## config.mk

```make
export PLATFORM = sky130hd
export DESIGN_NAME = led_bank
export DESIGN_NICKNAME = d
export VERILOG_FILES = /design/src/rtl/led_bank_pkg.sv /design/src/rtl/led_bank_chan.sv /design/src/rtl/led_bank.sv
export SDC_FILE = /design/constraint.sdc
export NUM_CORES = 1
export LEC_CHECK = 0
export ABC_CLOCK_PERIOD_IN_PS = 2250
export CORE_MARGIN = 2
export CORE_UTILIZATION = 55
export CTS_BUF_LIST = sky130_fd_sc_hd__clkbuf_4 sky130_fd_sc_hd__clkbuf_8
export DETAILED_ROUTE_END_ITERATION = 12
export PLACE_DENSITY_LB_ADDON = 0.05
export SYNTH_ARGS = -nofsm -noshare
export SYNTH_HDL_FRONTEND = slang
export SYNTH_SLANG_ARGS = --single-unit
```

## constraint.sdc

```tcl
create_clock -name clk -period 2.25 [get_ports clk]
set_input_delay 0.3375 -clock clk [delete_from_list [all_inputs] [get_ports clk]]
set_output_delay 0.3375 -clock clk [all_outputs]
set_load 0.01 [all_outputs]
```

## src/rtl/led_bank_pkg.sv

```systemverilog
`default_nettype none
// led_bank_pkg: channel mode encoding, register map and reset values for led_bank.
// DUTY-related constants exist only when LED_BANK_PWM_EN is defined.
package led_bank_pkg;

  typedef enum logic [1:0] {
    MODE_OFF   = 2'b00,
    MODE_ON    = 2'b01,
    MODE_BLINK = 2'b10,
    MODE_PWM   = 2'b11
  } mode_e;

  localparam logic [7:0] ADDR_CTRL    = 8'h00;
  localparam logic [7:0] ADDR_STATUS  = 8'h01;
  localparam logic [7:0] ADDR_CH_BASE = 8'h04;

  localparam logic [1:0] OFF_PERIOD = 2'd0;
  localparam logic [1:0] OFF_MODE   = 2'd1;

  localparam logic [7:0] RST_CTRL   = 8'h01;
  localparam logic [7:0] RST_PERIOD = 8'h5D;
  localparam mode_e      RST_MODE   = MODE_BLINK;

`ifdef LED_BANK_PWM_EN
  localparam logic [1:0] OFF_DUTY = 2'd2;
  localparam logic [7:0] RST_DUTY = 8'h80;
`endif

  // Channel k occupies a 4-byte slot starting at ADDR_CH_BASE.
  function automatic logic [7:0] chan_addr(input int unsigned k, input logic [1:0] off);
    logic [7:0] base;
    base = ADDR_CH_BASE + 8'(k << 2);
    return base | {6'b000000, off};
  endfunction

endpackage
`default_nettype wire

```

## src/rtl/led_bank_chan.sv

```systemverilog
`default_nettype none
// led_bank_chan: one LED channel -- blink counter, mode select and registered led drive.
// LED_BANK_PWM_EN adds the PWM compare inputs; without it MODE_PWM behaves as blink.
module led_bank_chan
  import led_bank_pkg::*;
(
  input  logic       clk,
  input  logic       reset_n,
  input  logic       i_en,
  input  logic       i_tick,
  input  logic       i_clr,
  input  logic [7:0] i_period,
  input  mode_e      i_mode,
`ifdef LED_BANK_PWM_EN
  input  logic [7:0] i_pwm_cnt,
  input  logic [7:0] i_duty,
`endif
  output logic       o_led
);

  logic [7:0] r_cnt;
  logic       r_led;
  logic       w_blink;
  logic       w_pwm_hi;

  always_comb begin
    w_blink  = (i_mode == MODE_BLINK);
    w_pwm_hi = 1'b0;
`ifdef LED_BANK_PWM_EN
    w_pwm_hi = (i_mode == MODE_PWM) && (i_pwm_cnt < i_duty);
`else
    w_blink  = w_blink || (i_mode == MODE_PWM);
`endif
  end

  always_ff @(posedge clk or negedge reset_n) begin
    if (!reset_n) begin
      r_cnt <= '0;
      r_led <= 1'b0;
    end else if (!i_en || i_clr) begin
      r_cnt <= '0;
      r_led <= 1'b0;
    end else if (w_blink) begin
      // Toggle on the tick after PERIOD increments: half-period is PERIOD+1 ticks.
      if (i_tick) begin
        if (r_cnt >= i_period) begin
          r_cnt <= '0;
          r_led <= ~r_led;
        end else begin
          r_cnt <= r_cnt + 8'd1;
        end
      end
    end else begin
      r_cnt <= '0;
      r_led <= (i_mode == MODE_ON) || w_pwm_hi;
    end
  end

  assign o_led = r_led;

endmodule
`default_nettype wire

```

## src/rtl/led_bank.sv

```systemverilog
`default_nettype none
// led_bank: register-mapped bank of NUM_CH LED channels with shared prescaler.
// Define LED_BANK_PWM_EN to add PWM mode, DUTY registers and the shared pwm counter.
module led_bank
  import led_bank_pkg::*;
#(
  parameter int NUM_CH     = 4,
  parameter int PRESCALE_W = 16
) (
  input  logic              clk,
  input  logic              reset_n,
  input  logic              rd_en,
  input  logic              wr_en,
  input  logic [7:0]        addr,
  input  logic [7:0]        data_in,
  output logic [7:0]        data_out,
  output logic [NUM_CH-1:0] led
);

  logic                   r_en;
  logic [PRESCALE_W-1:0]  r_presc;
  logic                   w_tick;
  logic [NUM_CH-1:0]      w_chan_led;
  logic [NUM_CH-1:0][7:0] w_ch_rdata;
  logic [7:0]             w_rdata;
  logic [7:0]             r_dout;

  always_ff @(posedge clk or negedge reset_n) begin
    if (!reset_n) begin
      r_en <= RST_CTRL[0];
    end else if (wr_en && (addr == ADDR_CTRL)) begin
      r_en <= data_in[0];
    end
  end

  always_ff @(posedge clk or negedge reset_n) begin
    if (!reset_n) begin
      r_presc <= '0;
    end else if (!r_en) begin
      r_presc <= '0;
    end else begin
      r_presc <= r_presc + PRESCALE_W'(1);
    end
  end

  assign w_tick = r_en && (&r_presc);

`ifdef LED_BANK_PWM_EN
  logic [7:0] r_pwm;

  always_ff @(posedge clk or negedge reset_n) begin
    if (!reset_n) begin
      r_pwm <= '0;
    end else if (!r_en) begin
      r_pwm <= '0;
    end else begin
      r_pwm <= r_pwm + 8'd1;
    end
  end
`endif

  for (genvar k = 0; k < NUM_CH; k++) begin : g_ch
    localparam logic [7:0] c_A_PER  = chan_addr(k, OFF_PERIOD);
    localparam logic [7:0] c_A_MODE = chan_addr(k, OFF_MODE);

    logic [7:0] r_period;
    mode_e      r_mode;
    logic       w_clr;

    // Reprogramming a channel restarts it from a dark, zero-count state.
    assign w_clr = wr_en && ((addr == c_A_PER) || (addr == c_A_MODE));

    always_ff @(posedge clk or negedge reset_n) begin
      if (!reset_n) begin
        r_period <= RST_PERIOD;
        r_mode   <= RST_MODE;
      end else if (wr_en) begin
        if (addr == c_A_PER)  r_period <= data_in;
        if (addr == c_A_MODE) r_mode   <= mode_e'(data_in[1:0]);
      end
    end

`ifdef LED_BANK_PWM_EN
    localparam logic [7:0] c_A_DUTY = chan_addr(k, OFF_DUTY);
    logic [7:0] r_duty;

    always_ff @(posedge clk or negedge reset_n) begin
      if (!reset_n) begin
        r_duty <= RST_DUTY;
      end else if (wr_en && (addr == c_A_DUTY)) begin
        r_duty <= data_in;
      end
    end

    assign w_ch_rdata[k] = (addr == c_A_PER)  ? r_period :
                           (addr == c_A_MODE) ? {6'b000000, r_mode} :
                           (addr == c_A_DUTY) ? r_duty : 8'h00;
`else
    assign w_ch_rdata[k] = (addr == c_A_PER)  ? r_period :
                           (addr == c_A_MODE) ? {6'b000000, r_mode} : 8'h00;
`endif

    led_bank_chan u_chan (
      .clk       (clk),
      .reset_n   (reset_n),
      .i_en      (r_en),
      .i_tick    (w_tick),
      .i_clr     (w_clr),
      .i_period  (r_period),
      .i_mode    (r_mode),
`ifdef LED_BANK_PWM_EN
      .i_pwm_cnt (r_pwm),
      .i_duty    (r_duty),
`endif
      .o_led     (w_chan_led[k])
    );
  end

  assign led = w_chan_led & {NUM_CH{r_en}};

  always_comb begin
    w_rdata = 8'h00;
    if (addr == ADDR_CTRL) begin
      w_rdata = {7'b0000000, r_en};
    end else if (addr == ADDR_STATUS) begin
      w_rdata[NUM_CH-1:0] = led;
    end
    for (int k = 0; k < NUM_CH; k++) begin
      w_rdata = w_rdata | w_ch_rdata[k];
    end
  end

  always_ff @(posedge clk or negedge reset_n) begin
    if (!reset_n) begin
      r_dout <= 8'h00;
    end else begin
      r_dout <= rd_en ? w_rdata : 8'h00;
    end
  end

  assign data_out = r_dout;

endmodule
`default_nettype wire

```

; After elaboration in Yosys (flattened, before gate mapping)
; Index checks and enable logic that the tools add are counted.
[word_totals]
ff_bits = 101
input_bits = 20
[op_classes]
addsub = 5
n_lt_le_gt_ge = 4
n_eq_ne = 29
n_mux = 44
bitwise = 9
reduce_logical = 33
[ops]
columns = op, count
row1 = 2-to-1 mux 8 bit, 21
row2 = adder 8 x 1 -> 8 bit (second input constant), 4
row3 = equality test 8 x 4 -> 1 bit (second input constant), 4
row4 = >= comparator 8 bit, 4
row5 = bitwise OR 8 bit, 3
row6 = AND reduction 2 bit, 12
row7 = inequality test 3 bit (second input constant), 7
row8 = adder 16 x 1 -> 16 bit (second input constant), 1
row9 = equality test 2 bit (second input constant), 8
row10 = equality test 8 x 3 -> 1 bit (second input constant), 2
row11 = equality test 8 x 5 -> 1 bit (second input constant), 2
row12 = 2-to-1 mux 1 bit, 16
row13 = 2-to-1 mux 16 bit, 1
row14 = AND reduction 16 bit, 1
row15 = logical OR 1 bit, 12
row16 = equality test 2 x 1 -> 1 bit (second input constant), 4
row17 = equality test 8 x 1 -> 1 bit (second input constant), 1
row18 = logical NOT 8 bit, 1
row19 = 2-to-1 mux 2 bit, 4
row20 = 2-to-1 mux 4 bit, 2
row21 = bitwise OR 4 x 8 -> 8 bit, 1
row22 = logical AND 1 bit, 6
row23 = bitwise AND 4 bit, 1
row24 = NOT 1 bit, 4
row25 = 2 further kinds, 2

; Depth between registers and ports, before layout
[depth]
word_depth = 8
ltp_mapped = 9

; Hierarchy
; Synthesis repeated with hierarchy kept, for this count alone.
[unflattened]
hier_cells = 567
area_unflattened_um2 = 6037.0
[by_module_without_submodules]
columns = mod, n_inst, cells_per_inst, area_per_inst_um2
row1 = led_bank, 1, 259, 3144.3
row2 = led_bank_chan, 4, 77, 723.2

; Worst setup path before layout
; OpenSTA, ideal clock, no wires.
[synth_path]
path_type = reg-to-reg
from = register g_ch[3].r_period[2]
to = register g_ch[3].u_chan.r_cnt[1]
setup_ps = 81
arrival_ps = 2015
t_required_ps = 2169
slack_ps = 154
stages_incl_launch_ff = 9
n_path_buf = 1
period_less_slack_ps = 2096
cell_sequence = dfstp_2 > inv_1 > ha_1 > a211o_1 > a31oi_1 > o311ai_0 > clkbuf_1 > or3_1 > a21oi_1
[synth_between]
elab_chain_cells = 5
[synth_lines]
columns = item, line
row1 = "start, declared", led_bank.sv:66  ; logic [7:0] r_period;
row2 = "start signal, assigned", led_bank.sv:78  ; if (addr == c_A_PER) r_period <= data_in;
row3 = >= comparator 8 bit, led_bank_chan.sv:46  ; if (r_cnt >= i_period) begin
row4 = 2-to-1 mux 8 bit, led_bank_chan.sv:46
row5 = 2-to-1 mux 8 bit, led_bank_chan.sv:45  ; if (i_tick) begin
row6 = 2-to-1 mux 8 bit, led_bank_chan.sv:43  ; end else if (w_blink) begin
row7 = 2-to-1 mux 8 bit, led_bank_chan.sv:40  ; end else if (!i_en || i_clr) begin
row8 = "end signal, assigned", led_bank_chan.sv:50  ; r_cnt <= r_cnt + 8'd1;
row9 = "end, declared", led_bank_chan.sv:21  ; logic [7:0] r_cnt;
; No other way between the ends. The select of a mux whose other input is x is not followed.
; A chain may end at the register's enable or synchronous reset.

; Final worst setup path
[layout_path]
from = register r_en
to = output port led[2]
[layout_between]
elab_chain_cells = 1
[layout_lines]
columns = item, line
row1 = "start, declared", led_bank.sv:20  ; logic r_en;
row2 = "start signal, assigned", led_bank.sv:30  ; r_en <= RST_CTRL[0];
row3 = "start signal, assigned", led_bank.sv:32  ; r_en <= data_in[0];
row4 = bitwise AND 4 bit, led_bank.sv:119  ; assign led = w_chan_led & {NUM_CH{r_en}};
row5 = "end, declared", led_bank.sv:17  ; output logic [NUM_CH-1:0] led
; No other way between the ends.

==> run metrics <==
R2R depth=9; fmax=456 MHz; Worst VDD drop=0.443 mV; Antenna Cells=0; Starting Density=0.563; CP Launch Type=register; clk buf depth=2; CP Capture Type=output port; Setup TNS Final=0 ns; vias in the first global route=4610; core box area=10200 sq um; P&R area growth vs syn=18.9%; hold path depth=1; R2R setup slack=0.14 ns; Max stage delay cell, worst path=dfstp_4; GRT Total Usage=0.257; Critical Path Fanout Max=18; worst hold-check path type=reg -> reg; vias per inst=5.83; Internal=2.51 mW; Worst path depth=2; min Tclk post-route=2.19 ns; Clk pwr share=0.321; DR WL/cell=16.9 um; layout cells sized above 1=0.226; Avg Inst Size Synth=9.79 sq um; aggregate global routing overflow=0; top_reg_cell synth=dfrtp_1; port bufs=31; Die Y=106 um; CTS sink count=101; Yosys top cell area share=0.330; pwr/cell area=500 nW/um^2; total number of vias=4726; NetSw=921 uW; CTS H-tree lvls=3; Multi-input gate area=3050 sq um; Net Sw Frac=0.269; final count of hold timing violations=0; final hold slack=0.473 ns; Pleak=2.88 nW; max-cap viol count=0; CTS tree=yes; global-route met3 utilization=0.0503; number of DRC markers in iteration 0=369; final cycle utilization of the critical path=0.974; Yosys cell types=57; Final Slew Violations=0; Synth Instances=589; Skew-Pair Late Insertion Delay=0.38 ns; DRT antenna net count=0; Seq/Total Area, Yosys=0.444; worst path required time=1.91 ns; Worst-Margin Slew=0.571 ns; DP Area=6580 sq um; Yosys reg bits=101; Syn Nets=646; # IOs=32; Post-Synthesis Cell Area=5760 sq um; Synth async-reset ratio=1.00; kind of critical path=reg -> out; Gate power share=0.123; Seq pwr share=0.555; antenna violations before repair=0; # setup viols final=0; Placer Congestion=0.887; largest delay contributor family on the critical path=flip-flops; post-layout instance area=6850 sq um; Synth area leaders=dfrtp_1, dfstp_2, ha_1, mux2_2, a21oi_1; RSZ-0062 raised after global routing=true; crit path cell chain=and2_1, clkdlybuf4s50_1; Max Clock Skew=0.0131 ns; first-pass GRT wire length=22800 um; Yosys top cell by area=dfrtp_1; Place WS=-0.248 ns; Pre-antenna DRT Iters=5; DP HPWL=10200 um; WP buf/inv=1; critical path arrival=1.85 ns; Clock Pin Slew Worst Setup and Hold Paths=0.10 ns; grt peak-use layer=met2; largest net degree at the start of global routing=44; CTS Root Cell=clkbuf_8; nets@finish=726; post-CTS setup buffers=0; final worst slack=0.0588 ns; M1 GR Usage=0.347; Std-Cell Rows=37; Worst slew margin=0.620; grt met2 use=0.427; slowest stage delay, CP=0.75 ns; sequential cell area=2560 sq um; Num CTS Buffers=9; Post-synth EDFFs=0; Die X=106 um; status=finished, final reports clean; Post-Route WL=13700 um; Power Total=3.43 mW; Filler cells=829; drc violations=0; die area=11300 sq um; Yosys warning total=0
## power groups by stage
stage / registers [mW] / logic, mW / clock network [mW]
final: 1.90 / 0.423 / 1.10
after global routing: 1.91 / 0.464 / 1.21
after CTS: 1.90 / 0.403 / 1.13
after detailed placement: 1.94 / 0.397 / 0
after global placement: 1.94 / 0.386 / 0
after floorplan: 1.92 / 0.190 / 0
## what timing repair did
action,CTS,global route
resized for setup,1,12
endpoints found under the hold margin,37,0
setup endpoints to repair,7,26
pin swaps,0,2
cloned,0,1
hold buffers,1,0
## cell usage in the layout, fill, tap and decap left out, drive strengths merged, types with 4 or more instances in the layout
master	count
clkdlybuf4s50	30
dfrtp	76
dfstp	25
a31oi	7
o21a	4
a22oi	7
mux2i	6
inv	42
o211ai	7
o21ai	33
mux2	41
nand2	51
a21oi	40
and3	8
nand4	12
buf	55
clkbuf	11
nor2	53
xnor2	5
xor2	12
nand3	23
a21o	5
ha	37
nand3b	9
and2	12
a211oi	4
nor2b	5
nor3	9
## through the flow
| step | std cells | util |
|---|---|---|
| after floorplan | 589 | - |
| after CTS | 809 | 0.663 |
| after global routing | 810 | 0.670 |
| after detailed placement | 792 | 0.643 |
| after global placement | 792 | 0.643 |
| final | 810 | 0.670 |
## worst paths after layout
check | from | end
hold / removal | r_presc[0]$_DFF_PN0_ | r_presc[0]$_DFF_PN0_
max in group asynchronous | reset_n | g_ch[0].r_mode[1]$_DFFE_PN1P_
hold reg to reg | r_presc[0]$_DFF_PN0_ | r_presc[0]$_DFF_PN0_
min in group asynchronous | reset_n | r_presc[15]$_DFF_PN0_
setup reg to reg | g_ch[3].r_period[2]$_DFFE_PN1P_ | g_ch[3].u_chan.r_cnt[4]$_DFFE_PN0P_
setup / recovery | r_en$_DFFE_PN1P_ | led[2]
## area by class of cell
| type | count | area share |
|---|---|---|
| clock buffers | 11 | 0.0212 |
| multi-input cells | 430 | 0.445 |
| repair buffers | 86 | 0.107 |
| flip-flops and latches | 101 | 0.374 |
| well taps | 136 | 0.0248 |
| inverters | 41 | 0.0225 |
| clock inverters | 5 | 0.00529 |
## logic make-up after synthesis
logic type,Yosys count,synth area share
buffers and inverters,59,0.0404
DFF,101,0.444
muxes,47,0.0905
and+or+nand+nor,201,0.183
adders and majority gates,37,0.0803
xor gates and xnor gates,17,0.0258
AOI/OAI and AO/OA,127,0.136
## flip-flops by register name (all words and copies together), names as in the netlist
signal             cells
g_ch.u_chan.r_cnt     32
data_out               8
r_en                   1
g_ch.r_period         32
g_ch.r_mode            8
r_presc               16
g_ch.u_chan.o_led      4
## routing by layer
metal / vias up / wire (um)
li1: 2268 / -
met1: 2312 / 6150
met2: 129 / 6770
met3: 17 / 568
met4: 0 / 191
met5: - / 0
## worst register-to-register path, stage by stage (launching register included)
cell and delay, ns:
dfstp_2 0.54, inv_1 0.07, ha_4 0.25, a211o_1 0.29, a31oi_4 0.21, o311ai_4 0.16
buf_4 0.18, a31oi_1 0.12, o21ai_0 0.09, a21oi_1 0.13
## Yosys cell counts, types with 8 or more instances
master    count
a21oi_1      40
and2_1       12
and3_1        8
clkbuf_1     11
dfrtp_1      76
dfstp_2      25
ha_1         37
inv_1        41
mux2_2       40
nand2_1      51
nand3_1      21
nand3b_1      9
nand4_1      10
nor2_1       53
nor3_1        8
o21ai_0      31
xor2_1       12
No activity file was read; power rests on OpenSTA's default activity.
